<file path="config.mk">
export PLATFORM = sky130hd
export DESIGN_NAME = load_store_unit
export DESIGN_NICKNAME = d
export VERILOG_FILES = /design/src/rtl/load_store_unit.sv
export SDC_FILE = /design/constraint.sdc
export NUM_CORES = 1
export LEC_CHECK = 0
export ABC_AREA = 1
export CAP_MARGIN = 20
export CORE_ASPECT_RATIO = 1.1
export CORE_MARGIN = 2
export CORE_UTILIZATION = 46
export DETAILED_ROUTE_END_ITERATION = 8
export PLACE_DENSITY = 0.78
export SLEW_MARGIN = 40
export SYNTH_ARGS = -nofsm -noshare
export SYNTH_HDL_FRONTEND = slang
export SYNTH_SLANG_ARGS = --single-unit
</file>
<file path="constraint.sdc">
create_clock -name clock -period 1.72 [get_ports clock]
set_input_delay 0.258 -clock clock [delete_from_list [all_inputs] [get_ports clock]]
set_output_delay 0.258 -clock clock [all_outputs]
set_load 0.02 [all_outputs]
</file>
<file path="src/rtl/load_store_unit.sv">
// load_store_unit: RV32I data-memory access unit sitting after the ALU.
// Takes one load/store request at a time and checks it for an illegal funct3
// or a misaligned address. Legal requests drive a single memory access with
// byte-lane steering, and the result goes to writeback as a one-cycle pulse.
//
// Ports:
//   clock, reset              rising-edge clock, synchronous active-high reset
//   in_valid/in_ready         request handshake (ready only while IDLE)
//   in_addr/in_wdata          effective address, store data (rs2)
//   in_funct3/in_is_store     access size/sign, load vs store
//   in_rd                     load destination register
//   mem_req/mem_we/mem_addr   memory request, held until ack or timeout
//   mem_wdata/mem_wstrb       lane-replicated store data, byte strobes
//   mem_ack/mem_rdata         completion and read word
//   out_valid/out_rd          result pulse and destination (0 for stores/errors)
//   out_data/out_error        extended load data; 00 ok 01 misaligned 10 timeout 11 illegal

// One byte lane of the store path: picks the byte this lane carries and
// whether its strobe fires for the registered size/offset.
module lsu_lane #(
  parameter int LANE = 0
) (
  input  logic [1:0] size,
  input  logic [1:0] off,
  input  logic [7:0] b_byte,   // byte 0 of store data (SB replicates it)
  input  logic [7:0] h_byte,   // byte of the halfword that lands on this lane
  input  logic [7:0] w_byte,   // byte LANE of the store word
  output logic [7:0] lane_byte,
  output logic       lane_strb
);
  localparam logic [1:0] L = 2'(LANE);

  always_comb begin
    lane_byte = w_byte;
    lane_strb = 1'b1;
    case (size)
      2'b00: begin
        lane_byte = b_byte;
        lane_strb = (off == L);
      end
      2'b01: begin
        lane_byte = h_byte;
        // Halfword offset is 0 or 2 once alignment has been checked.
        lane_strb = (off[1] == L[1]);
      end
      default: begin
        lane_byte = w_byte;
        lane_strb = 1'b1;
      end
    endcase
  end
endmodule

module load_store_unit #(
  parameter int TIMEOUT_CYCLES = 255
) (
  input  logic        clock,
  input  logic        reset,
  input  logic        in_valid,
  output logic        in_ready,
  input  logic [31:0] in_addr,
  input  logic [31:0] in_wdata,
  input  logic [2:0]  in_funct3,
  input  logic        in_is_store,
  input  logic [4:0]  in_rd,
  output logic        mem_req,
  output logic        mem_we,
  output logic [31:0] mem_addr,
  output logic [31:0] mem_wdata,
  output logic [3:0]  mem_wstrb,
  input  logic        mem_ack,
  input  logic [31:0] mem_rdata,
  output logic        out_valid,
  output logic [4:0]  out_rd,
  output logic [31:0] out_data,
  output logic [1:0]  out_error
);
  localparam int NUM_LANES = 4;
  localparam logic        TO_EN   = (TIMEOUT_CYCLES != 0);
  // Wraps when the timeout is disabled; TO_EN masks it in that case.
  localparam logic [15:0] TO_LAST = 16'(TIMEOUT_CYCLES - 1);

  localparam logic [1:0] ERR_OK  = 2'b00;
  localparam logic [1:0] ERR_MIS = 2'b01;
  localparam logic [1:0] ERR_TO  = 2'b10;
  localparam logic [1:0] ERR_ILL = 2'b11;

  typedef enum logic [1:0] {IDLE, REQ, RESP} state_t;
  state_t state, state_nx;

  logic [31:0] addr_q, wdata_q, rdata_q;
  logic [2:0]  f3_q;
  logic        st_q;
  logic [4:0]  rd_q;
  logic [1:0]  err_q, err_nx;
  logic [15:0] cnt;

  logic in_illegal, in_misal, acc, to_hit;

  always_comb begin
    in_illegal = in_is_store ? (in_funct3 >= 3'd3)
                             : (in_funct3 == 3'd3 || in_funct3[2:1] == 2'b11);
    in_misal   = (in_funct3[1:0] == 2'b01 && in_addr[0]) ||
                 (in_funct3[1:0] == 2'b10 && in_addr[1:0] != 2'b00);
  end

  assign acc    = in_valid && (state == IDLE);
  assign to_hit = TO_EN && (cnt == TO_LAST);

  // ---------------- FSM ----------------
  always_ff @(posedge clock) begin
    if (reset) state <= IDLE;
    else       state <= state_nx;
  end

  always_comb begin
    state_nx = state;
    err_nx   = err_q;
    case (state)
      IDLE: if (in_valid) begin
        if (in_illegal) begin
          state_nx = RESP;
          err_nx   = ERR_ILL;
        end else if (in_misal) begin
          state_nx = RESP;
          err_nx   = ERR_MIS;
        end else begin
          state_nx = REQ;
          err_nx   = ERR_OK;
        end
      end
      // Ack is checked first so an ack on the final allowed cycle wins.
      REQ: if (mem_ack) begin
        state_nx = RESP;
        err_nx   = ERR_OK;
      end else if (to_hit) begin
        state_nx = RESP;
        err_nx   = ERR_TO;
      end
      RESP:    state_nx = IDLE;
      default: state_nx = IDLE;
    endcase
  end

  // ---------------- request / response registers ----------------
  always_ff @(posedge clock) begin
    if (reset) begin
      addr_q  <= '0;
      wdata_q <= '0;
      rdata_q <= '0;
      f3_q    <= '0;
      st_q    <= 1'b0;
      rd_q    <= '0;
      err_q   <= ERR_OK;
      cnt     <= '0;
    end else begin
      err_q <= err_nx;
      if (acc) begin
        addr_q  <= in_addr;
        wdata_q <= in_wdata;
        f3_q    <= in_funct3;
        st_q    <= in_is_store;
        rd_q    <= in_rd;
        cnt     <= '0;
      end
      if (state == REQ) begin
        if (mem_ack) rdata_q <= mem_rdata;
        else         cnt     <= cnt + 16'd1;
      end
    end
  end

  // ---------------- store lane steering ----------------
  logic [NUM_LANES-1:0][7:0] lane_wdata;
  logic [NUM_LANES-1:0]      lane_strb;

  for (genvar i = 0; i < NUM_LANES; i++) begin : g_lane
    lsu_lane #(.LANE(i)) u_lane (
      .size      (f3_q[1:0]),
      .off       (addr_q[1:0]),
      .b_byte    (wdata_q[7:0]),
      .h_byte    (wdata_q[8*(i%2) +: 8]),
      .w_byte    (wdata_q[8*i +: 8]),
      .lane_byte (lane_wdata[i]),
      .lane_strb (lane_strb[i])
    );
  end

  logic in_req, in_resp, st_req;
  assign in_req  = (state == REQ);
  assign in_resp = (state == RESP);
  assign st_req  = in_req && st_q;

  assign in_ready  = (state == IDLE);
  assign mem_req   = in_req;
  assign mem_we    = st_req;
  assign mem_addr  = in_req ? {addr_q[31:2], 2'b00} : '0;
  assign mem_wdata = st_req ? lane_wdata : '0;
  assign mem_wstrb = st_req ? lane_strb  : '0;

  // ---------------- load extraction ----------------
  logic [7:0]  ld_b;
  logic [15:0] ld_h;
  logic [31:0] ld_data;

  always_comb begin
    case (addr_q[1:0])
      2'd0:    ld_b = rdata_q[7:0];
      2'd1:    ld_b = rdata_q[15:8];
      2'd2:    ld_b = rdata_q[23:16];
      default: ld_b = rdata_q[31:24];
    endcase
    ld_h = addr_q[1] ? rdata_q[31:16] : rdata_q[15:0];
    case (f3_q)
      3'b000:  ld_data = {{24{ld_b[7]}}, ld_b};
      3'b001:  ld_data = {{16{ld_h[15]}}, ld_h};
      3'b010:  ld_data = rdata_q;
      3'b100:  ld_data = {24'd0, ld_b};
      3'b101:  ld_data = {16'd0, ld_h};
      default: ld_data = '0;
    endcase
  end

  logic ld_ok;
  assign ld_ok     = in_resp && !st_q && (err_q == ERR_OK);
  assign out_valid = in_resp;
  assign out_rd    = ld_ok ? rd_q : '0;
  assign out_data  = ld_ok ? ld_data : '0;
  assign out_error = in_resp ? err_q : ERR_OK;
endmodule
</file>
# ---- Word level (Yosys, flattened, before mapping)
# Index checks and enable logic that the tools add are counted.
dict set report op_classes {
  n_reduce_logical 20
  eq_ne 17
  n_lt_le_gt_ge 1
  n_addsub 1
  bitwise_logic 1
  muxes 31
}
# cell n
set ops {}
lappend ops {{32-bit one-hot mux with 5 select lines} 1}
lappend ops {{32-bit two-way mux} 3}
lappend ops {{16-bit two-way mux} 4}
lappend ops {{8-bit one-hot mux with 3 select lines} 1}
lappend ops {{2-bit two-way mux} 9}
lappend ops {{16-bit by 1-bit adder with 16-bit output, second input constant} 1}
lappend ops {{16-bit by 8-bit == test with 1-bit output, second input constant} 1}
lappend ops {{8-bit two-way mux} 2}
lappend ops {{8-bit one-hot mux with 2 select lines} 1}
lappend ops {{2-bit == test, second input constant} 5}
lappend ops {{2-bit by 1-bit == test with 1-bit output, second input constant} 4}
lappend ops {{2-bit zero test} 4}
lappend ops {{1-bit one-hot mux with 2 select lines} 4}
lappend ops {{2-bit one-hot mux with 2 select lines} 2}
lappend ops {{3-bit by 2-bit == test with 1-bit output, second input constant} 2}
lappend ops {{3-bit == test, second input constant} 2}
lappend ops {{1-bit logical AND} 6}
lappend ops {{5-bit two-way mux} 1}
lappend ops {{4-bit two-way mux} 1}
lappend ops {{2-bit AND reduction} 2}
lappend ops {{2-bit nonzero test} 2}
lappend ops {{3-bit by 1-bit == test with 1-bit output, second input constant} 1}
lappend ops {{3-bit by 2-bit greater-or-equal comparator with 1-bit output, second input constant} 1}
lappend ops {{3-bit zero test} 1}
lappend ops {{other kinds (8)} 10}
dict set report word_totals {
  elab_cells 80
  regBits 125
  inputBits 109
}

# ---- Depth between registers and ports, before layout
# Gate-level depths: netlist of the first run.
dict set report logic_depth {
  ltp_word 7
  ltp_mapped 10
}

# ---- Cells and area by module
# A second synthesis of the first run with hierarchy kept.
dict set report unflattened {
  cells_unflattened 1072
  hier_area_um2 6975.4
}
# mod area_per_inst_um2 cells_each n_inst
set modules_own_cells {}
lappend modules_own_cells {load_store_unit 6189.7 916 1}
lappend modules_own_cells {{lsu_lane at g_lane[0].u_lane ...} 196.4 39 2}
lappend modules_own_cells {{lsu_lane at g_lane[1].u_lane} 200.2 40 1}
lappend modules_own_cells {{lsu_lane at g_lane[2].u_lane} 192.7 38 1}

# ---- Least setup slack after synthesis of the first run
# Ideal clock, no wire load.
dict set report synth_timing {
  path_type {register to output}
  start {register state[1]}
  end {output out_data[10]}
  arrival_time_ps 1544
  required_ps 1462
  path_slack_ps -82
  stages_incl_launch_ff 6
  cell_sequence {dfxtp_1 inv_2 nor2_2 nand4_2 buf_2 a21oi_1}
}
dict set report synth_via {
  elab_chain_len 4
}
# element line
set synth_rtl {}
lappend synth_rtl {{start, declared} 89} ;# state_t state, state_nx;
lappend synth_rtl {{start signal, assigned} 113} ;# else state <= state_nx;
lappend synth_rtl {{2-bit == test} 191} ;# assign in_resp = (state == RESP);
lappend synth_rtl {{net out_valid} 73} ;# output logic out_valid,
lappend synth_rtl {{1-bit logical AND (2 in a row)} 225} ;# assign ld_ok = in_resp && !st_q && (err_q == ERR_OK);
lappend synth_rtl {{32-bit two-way mux} 228} ;# assign out_data = ld_ok ? ld_data : '0;
lappend synth_rtl {{end, declared} 75} ;# output logic [31:0] out_data,
# The timed path passes the listed nets, and every way through them passes these cells.

# ---- Worst setup path in the final report of the first run
dict set report layout_timing {
  start {register f3_q[1]}
  end {output mem_wdata[30]}
}
dict set report layout_via {
  elab_chain_len 3
}
# element line
set layout_rtl {}
lappend layout_rtl {{start, declared} 92} ;# logic [2:0] f3_q;
lappend layout_rtl {{start signal, assigned} 161} ;# f3_q <= in_funct3;
lappend layout_rtl {{2-bit by 1-bit == test with 1-bit output or 2-bit zero test (tied branches)} 36} ;# case (size)
lappend layout_rtl {{8-bit one-hot mux with 2 select lines (*)} 36}
lappend layout_rtl {{32-bit two-way mux (*)} 198} ;# assign mem_wdata = st_req ? lane_wdata : '0;
lappend layout_rtl {{end, declared} 69} ;# output logic [31:0] mem_wdata,
# Mark *: on every way between the ends. The rest lies on a longest branch, timed or not.

==> results of run 1 <==
==> cells in the mapped netlist, types with 2 or more instances <==
library cell and n:
clkbuf_1 26, a21oi_2 20, nand4_2 2, inv_4 2, nand2_1 108, inv_1 117, o211ai_1 2, buf_2 21
nor2_2 7, nor2_8 3, dfxtp_1 125, nor2_4 3, buf_4 5, a31oi_1 9, o21ai_1 2, inv_2 6
nor2_1 176, o2111ai_1 7, nor3_1 4, nand3_1 19, a22oi_1 8, a21oi_1 105, nand2_2 7, buf_6 6
ha_1 2, o21ai_0 147
==> routing by layer <==
layer,GRT usage (%),routed length (µm)
met4,18.5,1950
met2,52.6,13200
met3,8.56,2640
met5,0,0
met1,36.5,9780
==> flip-flops by register name (all words and copies together), names as in the netlist <==
name     cells
cnt         16
wdata_q     32
f3_q         3
err_q        2
rd_q         5
addr_q      32
state        2
st_q         1
rdata_q     32
==> worst max-delay path, delay by kind of cell, from the launching register on <==
| kind | cells | cell delay, ps |
|---|---|---|
| and+or+nand+nor | 3 | 610 |
| buffers and inverters | 5 | 570 |
| DFF | 1 | 390 |
==> area by class of cell <==
type,instances,area [µm²],share of cell area (%)
Multi-Input combinational cell,642,3830,34.6
Timing Repair Buffer,332,3350,30.3
Sequential cell,125,2520,22.8
Inverter,125,492,4.44
Clock buffer,19,443,4.00
Tap cell,188,235,2.13
Clock inverter,13,189,1.71
Antenna cell,2,5.00,0.0452
==> through the flow <==
step | hold WS, ps | utilization, % | worst slack [ps] | TNS, ps | std cells
after floorplan | 393 | - | -81.6 | -408 | 950
after global placement | 438 | 67.4 | -397 | -21900 | 1376
after detailed placement | 442 | 67.4 | -435 | -23590 | 1376
after CTS | 421 | 76.7 | -354 | -19230 | 1434
after global routing | 442 | 80.5 | -553 | -27580 | 1446
final | 428 | 80.5 | -551 | -24360 | 1446
==> worst paths after layout <==
kind                  from  slack [ps]  cells past startpoint       endpoint
max                f3_q[1]        -550                      8  mem_wdata[30]
min          mem_rdata[10]         430                      3    rdata_q[10]
min reg2reg     addr_q[25]         450                      2     addr_q[25]
max reg2reg       state[1]        -100                      6    wdata_q[17]
==> cells by family (layout without fill, tap and decap cells) <==
group           count (synthesis)  after routing  synth area share (%)
xor+xnor                        1              1                 0.136
flops                         125            125                  39.0
buf+inv                       184            489                  12.2
compound gates                303            303                  25.9
fa+ha+maj                       2              2                 0.390
simple gates                  333            334                  22.3
other cells                     1              4                0.0584
==> what timing repair did <==
action | CTS | global route
pin swaps | 20 | 23
gates cloned | 6 | 2
hold buffers | 0 | 0
resized for setup | 693 | 105
endpoints found under the setup margin | 109 | 87
buffers inserted | 20 | 11
==> power by group through the flow <==
stage / combinational [µW] / clock (µW) / sequential, µW
final: 1970 / 3910 / 3250
after global routing: 2080 / 4040 / 3260
after floorplan: 763 / 0 / 3230
after detailed placement: 1420 / 0 / 3250
after global placement: 1400 / 0 / 3250
after CTS: 1670 / 3860 / 3210
==> impl_metrics.env, run 1 <==
export IMPL_cp_start_kind="flip-flop"
export IMPL_overflow=0
export IMPL_ys_seq_elements=125
export IMPL_required_ps=1460
export IMPL_crit_type="reg2out"
export IMPL_initial_core_util_pct=46.7
export IMPL_nets=1354
export IMPL_antenna_found_initial=2
export IMPL_period_minus_slack_ps=2270
export IMPL_cp_cell_sequence="buf_12, buf_4, buf_6, nand2_1, nand3_2, nand2_2, inv_2, buf_6"
export IMPL_power_density_nw_per_um2=825
export IMPL_cp_max_fo=9
export IMPL_grt_start_max_net_pins=80
export IMPL_synth_edf_count=0
export IMPL_place_hpwl_mm=14.8
export IMPL_mostFrequentLayoutCells="nor2_1 (148), o21ai_0 (128), dfxtp_1 (119)"
export IMPL_cts_htree_levels=4
export IMPL_ant_nets=0
export IMPL_dieArea_um2=14900
export IMPL_p_total_uw=9130
export IMPL_switchingPower_uw=2670
export IMPL_cts_clk_slew_worst_paths_ps=70
export IMPL_grt_pass1_wl_mm=37.0
export IMPL_vias_per_cell=5.59
export IMPL_numCtsBuffers=17
export IMPL_critPathMaxStageDelay_ps=390
export IMPL_fmax_mhz=440
export IMPL_avgSynthCellArea_um2=6.76
export IMPL_hold_viol_final=0
export IMPL_layout_drive_gt1_share_pct=33.0
export IMPL_setup_slack_ps=-551
export IMPL_avgRoutedWirePerCell_um=19.1
export IMPL_tightestPinTransition_ps=591
export IMPL_num_vias=8084
export IMPL_max_vdd_ir_drop_mv=0.760
export IMPL_io_buffers=217
export IMPL_ys_warn_count=0
export IMPL_min_period_over_period_pct=132
export IMPL_ys_async_sr_fraction_pct=0
export IMPL_clock_path_buffers=2
export IMPL_wirelength_mm=27.6
export IMPL_dr_pass1_iters=8
export IMPL_io_pins=220
export IMPL_rsz0062_at_grt="yes"
export IMPL_grt_pass1_vias=7466
export IMPL_synth_area_top_cells="dfxtp_1 (39%), o21ai_0 (11%), nor2_1 (10%)"
export IMPL_synth_top_area_cell="dfxtp_1"
export IMPL_die_h_um=128
export IMPL_synth_area_um2=6420
export IMPL_p_leak_uw=0.00448
export IMPL_crit_slowest_cell="dfxtp_4"
export IMPL_clkPwrFrac_pct=42.8
export IMPL_design_area_um2=11100
export IMPL_chipWidth_um=117
export IMPL_clockRootBuffer="clkbuf_16"
export IMPL_end_kind="primary output"
export IMPL_pwr_share_seq_pct=35.6
export IMPL_gr_usage_all_layers_pct=31.7
export IMPL_status="complete, but fails checks"
export IMPL_final_common_cell="nor2_1"
export IMPL_fp_row_count=45
export IMPL_synth_top_area_share_pct=39.0
export IMPL_p_comb_share_pct=21.6
export IMPL_synth_ff_type="dfxtp_1"
export IMPL_yosysSeqAreaShare_pct=39.0
export IMPL_setup_viol=76
export IMPL_synth_distinct_cells=36
export IMPL_hp_class="in2reg"
export IMPL_tritoncts="yes"
export IMPL_syn_to_final_growth_pct=72.3
export IMPL_crit_path_frequent_cell="buf_6"
export IMPL_switching_share_pct=29.3
export IMPL_intPower_uw=6460
export IMPL_clk_latency_ps=440
export IMPL_timing_max_cap_violations=0
export IMPL_core_um2=13700
export IMPL_place_area_um2=9260
export IMPL_drt_iter0_markers=889
export IMPL_slew_violations=0
export IMPL_drcViolationCount=0
export IMPL_violations="negative setup slack"
export IMPL_fillers=866
export IMPL_netlist_instances=949
export IMPL_slew_limit_headroom_pct=60.2
export IMPL_arrival_ps=2010
export IMPL_cts_sinks=125
export IMPL_skew_ps=10.6
export IMPL_place_congestion=0.938
No activity file was read; power rests on OpenSTA's default activity.
==> run 2: changes to the inputs <==
Settings changed: CELL_PAD_IN_SITES_DETAIL_PLACEMENT set to 0, CELL_PAD_IN_SITES_GLOBAL_PLACEMENT set to 2, CORE_UTILIZATION 46 to 24, REMOVE_ABC_BUFFERS set to 1.
==> run 2 against run 1 <==
The flow still finishes with violations (negative setup slack). Routed wire length down 11%. Critical path type unchanged. Clock skew up 1.2 ps. Flip-flop and latch count unchanged. Largest power group unchanged.
==> impl_metrics.env, run 2 (synthesis results as in run 1) <==
export IMPL_timing_max_cap_violations=0
export IMPL_io_pins=220
export IMPL_layout_drive_gt1_share_pct=36.2
export IMPL_intPower_uw=6010
export IMPL_hold_viol_final=0
export IMPL_skew_ps=11.8
export IMPL_fp_row_count=62
export IMPL_grt_start_max_net_pins=60
export IMPL_vias_per_cell=4.40
export IMPL_place_hpwl_mm=16.8
export IMPL_hold_depth=3
export IMPL_wirelength_mm=24.5
export IMPL_antenna_found_initial=1
export IMPL_status="complete, but fails checks"
export IMPL_overflow=0
export IMPL_post_place_ws_ps=-488
export IMPL_r2r_start="state[1]"
export IMPL_io_buffers=217
export IMPL_largestRegisters="addr_q (32), rdata_q (32), wdata_q (32)"
export IMPL_ff2ff_path_depth=10
export IMPL_tritoncts="yes"
export IMPL_dieArea_um2=28100
export IMPL_cp_start_kind="flip-flop"
export IMPL_fillers=2812
export IMPL_place_congestion=0.777
export IMPL_clkPwrFrac_pct=41.2
export IMPL_clock_path_buffers=2
export IMPL_fmax_mhz=481
export IMPL_syn_to_final_growth_pct=78.3
export IMPL_hp_class="in2reg"
export IMPL_hold_path_startpoint="mem_rdata[5]"
export IMPL_drt_iter0_markers=296
export IMPL_die_h_um=176
export IMPL_hold_end="rdata_q[5]"
export IMPL_reg2reg_slack_ps=90
export IMPL_pwr_share_seq_pct=37.3
export IMPL_required_ps=1460
export IMPL_grt_pass1_vias=6968
export IMPL_chipWidth_um=160
export IMPL_nets=1360
export IMPL_ant_nets=0
export IMPL_max_vdd_ir_drop_mv=0.495
export IMPL_p_leak_uw=0.00453
export IMPL_slew_violations=0
export IMPL_violations="negative setup slack"
export IMPL_core_um2=26200
export IMPL_cts_clk_slew_worst_paths_ps=60
export IMPL_fin_util_pct=43.7
export IMPL_arrival_ps=1820
export IMPL_r2r_end="cnt[7]"
export IMPL_mostFrequentLayoutCells="nor2_1 (125), o21ai_0 (120), dfxtp_1 (119)"
export IMPL_avgRoutedWirePerCell_um=15.2
export IMPL_rsz0062_at_grt="yes"
export IMPL_min_period_over_period_pct=121
export IMPL_cts_htree_levels=4
export IMPL_dr_pass1_iters=4
export IMPL_setup_viol=74
export IMPL_grt_pass1_wl_mm=37.3
export IMPL_cp_max_fo=7
export IMPL_drcViolationCount=0
export IMPL_cts_sinks=125
export IMPL_num_vias=7109
export IMPL_gr_usage_all_layers_pct=16.8
export IMPL_crit_type="reg2out"
export IMPL_numCtsBuffers=17
export IMPL_clockRootBuffer="clkbuf_16"
export IMPL_switchingPower_uw=2600
export IMPL_setup_slack_ps=-359
export IMPL_p_comb_share_pct=21.5
export IMPL_ctsHoldBuffers=0
export IMPL_initial_core_util_pct=24.5
export IMPL_clk_latency_ps=420
export IMPL_switching_share_pct=30.2
export IMPL_final_common_cell="nor2_1"
export IMPL_power_density_nw_per_um2=752
export IMPL_end_kind="primary output"
export IMPL_period_minus_slack_ps=2080
-- run 2: changes by cell type in the layout (fill, tap and decap cells not counted), sizes merged --
cell	change
buf	+11
inv	+4
bufbuf	-3
bufinv	-3
clkbuf	-2
clkinv	+2
clkinvlp	-2
diode	-1
dlygate4sd2	-1
-- run 2: per-layer routing --
metal  GRT usage [%]  wire length (µm)  vias up
li1                -                 -     3684
met4            4.20               303        0
met3            4.06              1070       16
met2            28.8             12200      133
met1            21.1             10900     3276
met5               0                 0        -
-- run 2: final cells by class --
type | count | area (µm²) | share of cell area [%]
multi-input cells | 642 | 3940 | 34.4
repair buffers | 338 | 3480 | 30.4
flip-flops and latches | 125 | 2520 | 22.0
inverters | 125 | 494 | 4.32
well taps | 352 | 440 | 3.85
clock buffers | 18 | 439 | 3.84
clock inverters | 14 | 133 | 1.16
diodes | 1 | 2.50 | 0.0219
-- run 2: worst max path at each step --
| stage | slack, ps | cells after the start | to | startpoint |
|---|---|---|---|---|
| detailed placement | -490 | 8 | out_data[8] | addr_q[1] |
| global route | -460 | 9 | out_data[24] | f3_q[0] |
| floorplan | -890 | 4 | mem_wdata[10] | state[0] |
| global placement | -480 | 8 | out_data[8] | addr_q[1] |
| CTS | -400 | 8 | out_data[6] | f3_q[0] |
| finish | -360 | 7 | out_data[4] | addr_q[1] |
-- run 2: power groups by stage --
stage	Clock (µW)	Sequential (µW)	Combinational, µW
after floorplan	0	3260	648
after global placement	0	3250	1480
after detailed placement	0	3250	1490
after CTS	3650	3200	1700
after global routing	3770	3230	2020
final	3550	3210	1850
-- run 2: what timing repair did --
item / in CTS / in global routing
setup endpoints to repair: 109 / 83
pin swaps: 24 / 27
gates cloned: 6 / 2
buffers inserted: 21 / 9
gates resized for setup: 692 / 212
-- run 2: critical path, cell delays in order (launching register included) --
cell     delay, ps
dfxtp_4        370
buf_6          130
buf_6          110
nor3_4         210
buf_6          150
o21ai_1         70
a31oi_2        200
buf_4          170
-- run 2: stage by stage --
step	area, µm²	TNS [ps]	hold slack (ps)	instances	total power (µW)
after global placement	9540	-25810	439	1549	4730
after detailed placement	9540	-26490	443	1549	4740
final	11400	-18360	429	1615	8610
after floorplan	6110	-86880	327	891	3910
after CTS	10700	-20170	410	1607	8550
after global routing	11400	-25080	428	1615	9030
